**src/rtl/lsu_pkg.sv**
```systemverilog
// Shared definitions for the load/store unit: access-size encodings,
// FSM state enum, lane widths and the misalignment rule.
// Imported by lsu_align and load_store_unit.
package lsu_pkg;

  localparam logic [1:0] SZ_BYTE = 2'd0;
  localparam logic [1:0] SZ_HALF = 2'd1;
  localparam logic [1:0] SZ_WORD = 2'd2;

  localparam int BYTE_W = 8;
  localparam int HALF_W = 16;
  localparam int WORD_W = 32;

  typedef enum logic [1:0] {
    ST_IDLE = 2'd0,
    ST_RD   = 2'd1,
    ST_WR   = 2'd2,
    ST_DONE = 2'd3
  } lsu_state_t;

  // Size code 3 is reserved and behaves as a full word.
  function automatic logic is_word(input logic [1:0] sz);
    return sz[1];
  endfunction

  function automatic logic misaligned(input logic [1:0] sz, input logic [1:0] off);
    if (is_word(sz))       return (off != 2'd0);
    else if (sz == SZ_HALF) return off[0];
    else                    return 1'b0;
  endfunction

endpackage

```
**src/rtl/lsu_align.sv**
```systemverilog
// Lane steering: extracts/extends load data from a RAM word and merges
// store data into the addressed byte/halfword lane(s) of that word.
// Purely combinational; halfwords use addr[1] only, words ignore the offset.
module lsu_align
  import lsu_pkg::*;
(
  input  logic [WORD_W-1:0] i_word,
  input  logic [1:0]        i_off,
  input  logic [1:0]        i_size,
  input  logic              i_uns,
  input  logic [WORD_W-1:0] i_wdata,
  output logic [WORD_W-1:0] o_load,
  output logic [WORD_W-1:0] o_merge
);

  logic [BYTE_W-1:0] w_byte;
  logic [HALF_W-1:0] w_half;

  // Select the addressed lane and extend it; merge store data into the same lane.
  always_comb begin
    w_byte  = i_word[{i_off, 3'b000} +: BYTE_W];
    w_half  = i_word[{i_off[1], 4'b0000} +: HALF_W];
    o_load  = i_word;
    o_merge = i_word;
    if (is_word(i_size)) begin
      o_load  = i_word;
      o_merge = i_wdata;
    end else if (i_size == SZ_HALF) begin
      o_load = {{(WORD_W-HALF_W){~i_uns & w_half[HALF_W-1]}}, w_half};
      o_merge[{i_off[1], 4'b0000} +: HALF_W] = i_wdata[HALF_W-1:0];
    end else begin
      o_load = {{(WORD_W-BYTE_W){~i_uns & w_byte[BYTE_W-1]}}, w_byte};
      o_merge[{i_off, 3'b000} +: BYTE_W] = i_wdata[BYTE_W-1:0];
    end
  end

endmodule

```
**src/rtl/load_store_unit.sv**
```systemverilog
// Byte-addressed load/store front end onto a word RAM, with RMW for sub-word stores.
// Latency: load/word store done at T+2, sub-word store T+3, misaligned T+1.
// One request at a time; req is ignored while busy. LSU_MISALIGN_CHECK_EN enables err.
module load_store_unit
  import lsu_pkg::*;
#(
  parameter int AW = 10
) (
  input  logic              i_clk,
  input  logic              i_rst,
  input  logic              i_req,
  input  logic              i_wr,
  input  logic [1:0]        i_size,
  input  logic              i_uns,
  input  logic [AW+1:0]     i_addr,
  input  logic [WORD_W-1:0] i_wdata,
  output logic              o_busy,
  output logic              o_done,
  output logic              o_err,
  output logic [WORD_W-1:0] o_rdata,
  output logic [AW-1:0]     o_ram_addr,
  output logic [WORD_W-1:0] o_ram_din,
  output logic              o_ram_we,
  input  logic [WORD_W-1:0] i_ram_dout
);

  lsu_state_t        r_state, w_next;
  logic              r_wr;
  logic [1:0]        r_size;
  logic              r_uns;
  logic [AW+1:0]     r_addr;
  logic [WORD_W-1:0] r_wdata;
  logic [WORD_W-1:0] r_buf;
  logic [WORD_W-1:0] r_rdata;
  logic              w_mis;
  logic [WORD_W-1:0] w_word;
  logic [WORD_W-1:0] w_load;
  logic [WORD_W-1:0] w_merge;

`ifdef LSU_MISALIGN_CHECK_EN
  logic r_err;
  assign w_mis = misaligned(i_size, i_addr[1:0]);
  assign o_err = (r_state == ST_DONE) && r_err;
`else
  assign w_mis = 1'b0;
  assign o_err = 1'b0;
`endif

  // In RD the RAM word is live on the bus; afterwards the buffered copy is used.
  assign w_word = (r_state == ST_RD) ? i_ram_dout : r_buf;

  lsu_align u_align (
    .i_word  (w_word),
    .i_off   (r_addr[1:0]),
    .i_size  (r_size),
    .i_uns   (r_uns),
    .i_wdata (r_wdata),
    .o_load  (w_load),
    .o_merge (w_merge)
  );

  // Next-state and handshake/RAM-control outputs.
  always_comb begin
    w_next    = r_state;
    o_busy    = 1'b0;
    o_done    = 1'b0;
    o_ram_we  = 1'b0;
    o_ram_din = '0;
    case (r_state)
      ST_IDLE: begin
        if (i_req) begin
          if (w_mis)                        w_next = ST_DONE;
          else if (i_wr && is_word(i_size)) w_next = ST_WR;
          else                              w_next = ST_RD;
        end
      end
      ST_RD: begin
        o_busy = 1'b1;
        w_next = r_wr ? ST_WR : ST_DONE;
      end
      ST_WR: begin
        o_busy    = 1'b1;
        o_ram_we  = !i_rst;
        o_ram_din = w_merge;
        w_next    = ST_DONE;
      end
      ST_DONE: begin
        o_busy = 1'b1;
        o_done = 1'b1;
        w_next = ST_IDLE;
      end
      default: w_next = ST_IDLE;
    endcase
  end

  // State register, request latches, word buffer and load result.
  always_ff @(posedge i_clk) begin
    if (i_rst) begin
      r_state <= ST_IDLE;
      r_wr    <= 1'b0;
      r_size  <= SZ_BYTE;
      r_uns   <= 1'b0;
      r_addr  <= '0;
      r_wdata <= '0;
      r_buf   <= '0;
      r_rdata <= '0;
`ifdef LSU_MISALIGN_CHECK_EN
      r_err   <= 1'b0;
`endif
    end else begin
      r_state <= w_next;
      if (r_state == ST_IDLE && i_req) begin
        r_wr    <= i_wr;
        r_size  <= i_size;
        r_uns   <= i_uns;
        r_addr  <= i_addr;
        r_wdata <= i_wdata;
`ifdef LSU_MISALIGN_CHECK_EN
        r_err   <= w_mis;
`endif
      end
      if (r_state == ST_RD) begin
        r_buf <= i_ram_dout;
        if (!r_wr) r_rdata <= w_load;
      end
    end
  end

  assign o_rdata    = r_rdata;
  assign o_ram_addr = r_addr[AW+1:2];

endmodule
```
**config.mk**
```make
export PLATFORM = sky130hd
export DESIGN_NAME = load_store_unit
export DESIGN_NICKNAME = d
export VERILOG_FILES = /design/src/rtl/lsu_pkg.sv /design/src/rtl/lsu_align.sv /design/src/rtl/load_store_unit.sv
export SDC_FILE = /design/constraint.sdc
export NUM_CORES = 1
export LEC_CHECK = 0
export ABC_AREA = 1
export ABC_CLOCK_PERIOD_IN_PS = 3600
export CAP_MARGIN = 30
export CORE_ASPECT_RATIO = 1.75
export CORE_UTILIZATION = 49
export DETAILED_ROUTE_END_ITERATION = 8
export PLACE_DENSITY = 0.87
export SLEW_MARGIN = 20
export SYNTH_ARGS = -nofsm -noshare
export SYNTH_HDL_FRONTEND = slang
export SYNTH_SLANG_ARGS = --single-unit
```
**constraint.sdc**
```tcl
create_clock -name i_clk -period 3.6 [get_ports i_clk]
set_clock_uncertainty 0.1 [all_clocks]
set_input_delay 1.08 -clock i_clk [delete_from_list [all_inputs] [get_ports i_clk]]
set_output_delay 1.08 -clock i_clk [all_outputs]
set_load 0.01 [all_outputs]
```
; ---- Word-level counts from Yosys, hierarchy flattened
; Index checks and enable logic that the tools add are counted.
; Widths: inputs -> output; s select.
[totals]
register_bits = 114
wordCells = 46
[classes]
add_sub_neg = 2
eq_ne = 5
n_shift = 6
n_mux = 15
bitwise_logic = 4
n_reduce_logical = 6
[op_table]
columns = operator, count
row1 = $mux 32, 6
row2 = $bwmux 32, 2
row3 = $shift 16x7->32 const A, 1
row4 = $shift 8x7->32 const A, 1
row5 = $shiftx 16x7->32, 1
row6 = $shiftx 32x6->16, 1
row7 = $shiftx 32x6->8, 1
row8 = $shiftx 8x7->32, 1
row9 = $neg 5->7, 2
row10 = $pmux 2 s4, 1
row11 = $eq 2x1->1 const B, 2
row12 = $eq 2x2->1 const B, 2
row13 = $mux 1, 4
row14 = $mux 2, 2
row15 = $reduce_or 3->1, 1
row16 = $and 1x1->1, 2
row17 = $logic_and 1x1->1, 2
row18 = $logic_not 2->1, 1
row19 = $ne 2x2->1 const B, 1
row20 = $not 1->1, 2
row21 = $reduce_and 2->1, 1
row22 = $logic_not 1->1, 1

; ---- Longest topological paths before layout
; Gate-level depths: netlist (run 1).
[logic_depth]
ltp_word = 6
ltp_mapped = 13

; ---- Modules after synthesis
; From an unflattened synthesis (run 1), not the netlist that was laid out.
[unflattened]
cells_unflattened = 1058
area_unflattened_um2 = 6447.4
[modules_own_cells]
columns = mod, n_inst, cells_each, area_each_um2, seq_area_each_um2
row1 = load_store_unit, 1, 626, 4540.6, 2282.2
row2 = lsu_align, 1, 432, 1906.8, 0.0

; ---- Worst setup path before layout (run 1)
; Ideal clock, no wire load.
[synth_timing]
kind = register to output
startpoint = reg r_addr[1]
endpoint = out o_ram_din[0]
t_arrival_ps = 1988
t_required_ps = 2420
path_slack_ps = 432
stages_incl_launch_ff = 9
n_path_buf = 1
cell_sequence = dfxtp_1 > inv_1 > clkbuf_1 > ha_1 > inv_1 > nand3_1 > o21ai_1 > nand2_1 > a21oi_1
[synth_between]
elab_chain_cells = 6
[synth_rtl]
columns = item, line
row1 = "start, declared", load_store_unit.sv:31  ; logic [AW+1:0] r_addr;
row2 = "start signal, assigned", load_store_unit.sv:116  ; r_addr <= i_addr;
row3 = "$neg 5->7, on equally long branches", "lsu_align.sv:30, lsu_align.sv:33"
row4 = "$shiftx 16x7->32, or another cell as far along", lsu_align.sv:30  ; o_merge[{i_off[1], 4'b0000} +: HALF_W] = i_wdata[HALF_W-1:0];
row5 = "$bwmux 32, on equally long branches", "lsu_align.sv:30, lsu_align.sv:33"
row6 = $mux 32 *, lsu_align.sv:28  ; end else if (i_size == SZ_HALF) begin
row7 = $mux 32 *, lsu_align.sv:25  ; if (is_word(i_size)) begin
row8 = $mux 32 *, load_store_unit.sv:69  ; case (r_state)
row9 = "end, declared", load_store_unit.sv:22  ; output logic [WORD_W-1:0] o_ram_din,
; Mark *: on every way between the ends. The rest lies on a longest branch, timed or not.

; ---- Final worst setup path (run 1)
[layout_timing]
startpoint = in i_ram_dout[12]
endpoint = out o_ram_din[12]
[layout_between]
elab_chain_cells = 5
[layout_rtl]
columns = item, line
row1 = "start, declared", load_store_unit.sv:24  ; input logic [WORD_W-1:0] i_ram_dout
row2 = $mux 32 *, --
row3 = "$bwmux 32, on equally long branches", "lsu_align.sv:33, lsu_align.sv:30"
row4 = $mux 32 *, lsu_align.sv:28
row5 = $mux 32 *, lsu_align.sv:25
row6 = $mux 32 *, load_store_unit.sv:69
; Marked as above.

==> flow_summary_export.csv, run 1 <==
group,metric,value,unit
job,maxCapViolCount,0,
grt,met3_usage,6.71,%
timing,worst_slew_pin_slew,0.639,ns
critical_path,crit_path_end,"o_ram_din[12]",
timing,slew-limit-headroom,57.4,%
finish,design_area,8600,um^2
clock_network,root_buffer,"clkbuf_16",
critical_path,endpoint_kind,"output port",
yosys,syn_nets,976,
routing,route.detailed.drc,0,
finish,drive_above_1_share,18.0,%
timing,slew_violations,0,
floorplanning,dieHeight,149,um
timing,fmax,0.278,GHz
grt,grt_usage,33.9,%
clock_network,worstSkewPairLatency,0.41,ns
place,place_area,7920,um^2
clock_network,cts_tree,"built",
routing,vias_per_cell,5.57,
critical_path,cp_top_family,"buffers and inverters",
floorplanning,start_util,50.1,%
grt,grt_max_degree,75,
finish,area_delta_synth_final,43.0,%
yosys,yosys_warnings,0,
yosys,ys_ff_latch,114,
place,io_buffers,159,
grt,grt_pass1_vias,6557,
grt,gr-usage-met1,35.6,%
grt,grt.busiest_layer,"met2",
yosys,syn_inst,883,
clock_network,clock_sinks,114,
clock_network,clkTransAtPathRegs,0.05,ns
clock_network,cts_buffers,17,
critical_path,path_cells,"clkdlybuf4s50_1 > nand2_1 > nand2_2 > o21ai_0 > a221oi_2 > buf_4 > buf_4",
routing,wire_per_inst,17.1,um
critical_path,cp_common_cell,"buf_4",
timing,fin_crit_sh,99.9,%
yosys,synth-edff-count,0,
yosys,synthFlopType,"dfxtp_1",
finish,fill_cells,939,
floorplanning,coreArea,12000,um^2
clock_network,h-tree-depth,4,
critical_path,start_kind,"input pin",
critical_path,cp_slowest_cell,"clkdlybuf4s50_1",
grt,grt_overflow,0,
floorplanning,ios,161,
routing,first_iter_violations,522,
critical_path,setup.worst_path.class,"input pin to output port",
critical_path,rr_worst_depth,8,
floorplanning,rows,53,
yosys,ys_types,35,
critical_path,crit_start,"i_ram_dout[12]",
routing,drt_wl_total,21.1,mm
grt,grt_pass1_wl,33.2,mm
power,p_per_area,773,nW/um^2
place,dpl.hpwl,15.2,mm
outcome,status,"finished, final reports clean",
grt,antenna_found_initial,0,
critical_path,r2r-end,"o_rdata[14]",
timing,setup_viol,0,
routing,dr.pass1.iters,5,
hold_path,hp-class,"register to register",
yosys,synth_area,6010,um^2
power,vdd_ir_drop_max,0.488,mV
routing,vias,6881,
finish,num-nets-final,1151,
critical_path,cp.depth,7,
floorplanning,die_x,85.7,um
yosys,synth_area_per_cell,6.81,um^2
timing,hold_viol_final,0,
critical_path,r2r-start,"r_state[1]",
power,design_power_total,0.00665,W
place,place_congestion,1.03,
yosys,async_flop_share,0,%
floorplanning,dieArea,12700,um^2
clock_network,cts_buffer_depth,2,
critical_path,path_buf_inv,3,
routing,final_antenna_net_count,0,
grt,use_met2,60.0,%
critical_path,crit_path_max_incr_delay,0.46,ns
critical_path,required,2.42,ns
power,p_leak,3.68,nW
critical_path,arrival,2.42,ns
critical_path,worstPathMaxFanout,4,
critical_path,reg2reg_slack,1.09,ns
yosys,yosysSeqAreaShare,38.0,%
timing,rsz0062_at_grt,"true",
finish,insertedDiodeCount,0,
timing,period_needed,3.60,ns
-- through the flow --
step	util [%]	TNS, ns	hold WS (ns)	cells	worst slack (ns)
6_report	71.6	0	0.367	1236	0.00359
3_5_place_dp	66.0	-8.59	0.362	1197	-0.456
3_3_place_gp	66.0	-8.25	0.355	1197	-0.399
2_1_floorplan	-	0	0.342	883	0.432
5_1_grt	71.6	-0.115	0.388	1236	-0.0489
4_1_cts	71.3	-0.0149	0.369	1233	-0.0149
-- power breakdown --
group	internal, W	switching, W	leakage [nW]
Sequential	0.00159	0.000184	0.938
Clock	0.00110	0.000591	0.291
Combinational	0.00128	0.00190	2.45
Total	0.00398	0.00267	3.68
-- Yosys cell counts (10+ instances only) --
library cell  count  area share [%]
nand3_1          39             3.2
ha_1             10             2.1
a21oi_1         104             8.7
nor2_1          131             8.2
inv_1            62             3.9
clkbuf_1         40             2.5
dfxtp_1         114              38
a21oi_2          11             1.6
nand2_1         143             8.9
o21ai_0         131              11
buf_4            15             1.9
-- sequential cells by signal (all words and copies together), names as in the netlist --
name and count:
o_rdata 32, r_buf 32, r_wdata 32, r_addr 12
r_size 2, r_state 2, r_uns 1, r_wr 1
-- logic make-up after synthesis --
| kind of cell | Yosys count | synth area share, % |
|---|---|---|
| adders and majority gates | 10 | 2.08 |
| buffers and inverters | 139 | 10.3 |
| AOI/OAI and AO/OA | 294 | 27.0 |
| DFF | 114 | 38.0 |
| and+or+nand+nor | 325 | 22.7 |
| other | 1 | 0.0624 |
-- cells in the final DEF, fill, tap and decap left out, types with 2 or more instances in the layout --
cell type	n
inv_4	2
nor2_8	2
clkinv_2	4
o221ai_1	7
clkdlybuf4s50_1	125
o22ai_1	7
dlygate4sd2_1	12
nor2_1	131
a22oi_1	4
buf_4	66
inv_1	52
and2_4	2
o211ai_1	7
o21ai_2	16
ha_1	9
nand3_1	38
clkbuf_2	6
o21ai_1	11
nand2_4	2
a31oi_1	2
buf_2	13
bufinv_16	2
a21oi_1	99
nor2_4	3
clkinvlp_4	3
dfxtp_1	114
a221oi_2	2
o21ai_0	118
clkbuf_8	5
inv_2	14
clkbuf_16	17
nand2_2	7
nand2_1	136
a21oi_2	15
-- tightest hold or removal path, cell delays in order (launching register included) --
cell     delay, ns
dfxtp_1       0.30
nand2_1       0.07
a21oi_1       0.05
-- layer usage --
| layer | up-vias | wire length [um] |
|---|---|---|
| met1 | 3159 | 7520 |
| li1 | 3275 | - |
| met5 | - | 0 |
| met3 | 97 | 1300 |
| met4 | 0 | 1540 |
| met2 | 350 | 10800 |
-- worst min path at each step --
stage	startpoint	endpoint	slack, ns	cells after the start
finish	r_buf[6]	r_buf[6]	0.37	2
global route	o_rdata[6]	o_rdata[6]	0.39	2
CTS	r_buf[6]	r_buf[6]	0.37	2
detailed placement	r_buf[6]	r_buf[6]	0.36	2
global placement	r_buf[6]	r_buf[6]	0.35	2
floorplan	r_wdata[14]	r_wdata[14]	0.34	2
-- final cells by class --
| type | count | area [um^2] | share of cell area, % |
|---|---|---|---|
| inverters | 69 | 269 | 3.13 |
| flip-flops and latches | 114 | 2280 | 26.5 |
| clock buffers | 23 | 498 | 5.79 |
| multi-input cells | 630 | 3240 | 37.7 |
| clock inverters | 9 | 103 | 1.19 |
| repair buffers | 226 | 2000 | 23.3 |
| well taps | 165 | 206 | 2.40 |
-- repair_timing --
item | CTS | global route
gates resized for setup | 96 | 49
cloned | 0 | 0
pin swaps | 7 | 8
hold buffers | 0 | 0
setup endpoints to repair | 32 | 21
setup buffers | 4 | 3
Note: power is estimated with default switching activity, not from simulation.
==> run 2: changes to the inputs <==
--- a/config.mk
+++ b/config.mk
@@ -11,6 +11,7 @@
 export CORE_ASPECT_RATIO = 1.75
 export CORE_UTILIZATION = 49
 export DETAILED_ROUTE_END_ITERATION = 8
+export HOLD_SLACK_MARGIN = 0.1
 export PLACE_DENSITY = 0.87
 export SLEW_MARGIN = 20
 export SYNTH_ARGS = -nofsm -noshare
==> results of run 2 <==
No change in the layout: final DEF, timing and power equal those of run 1.
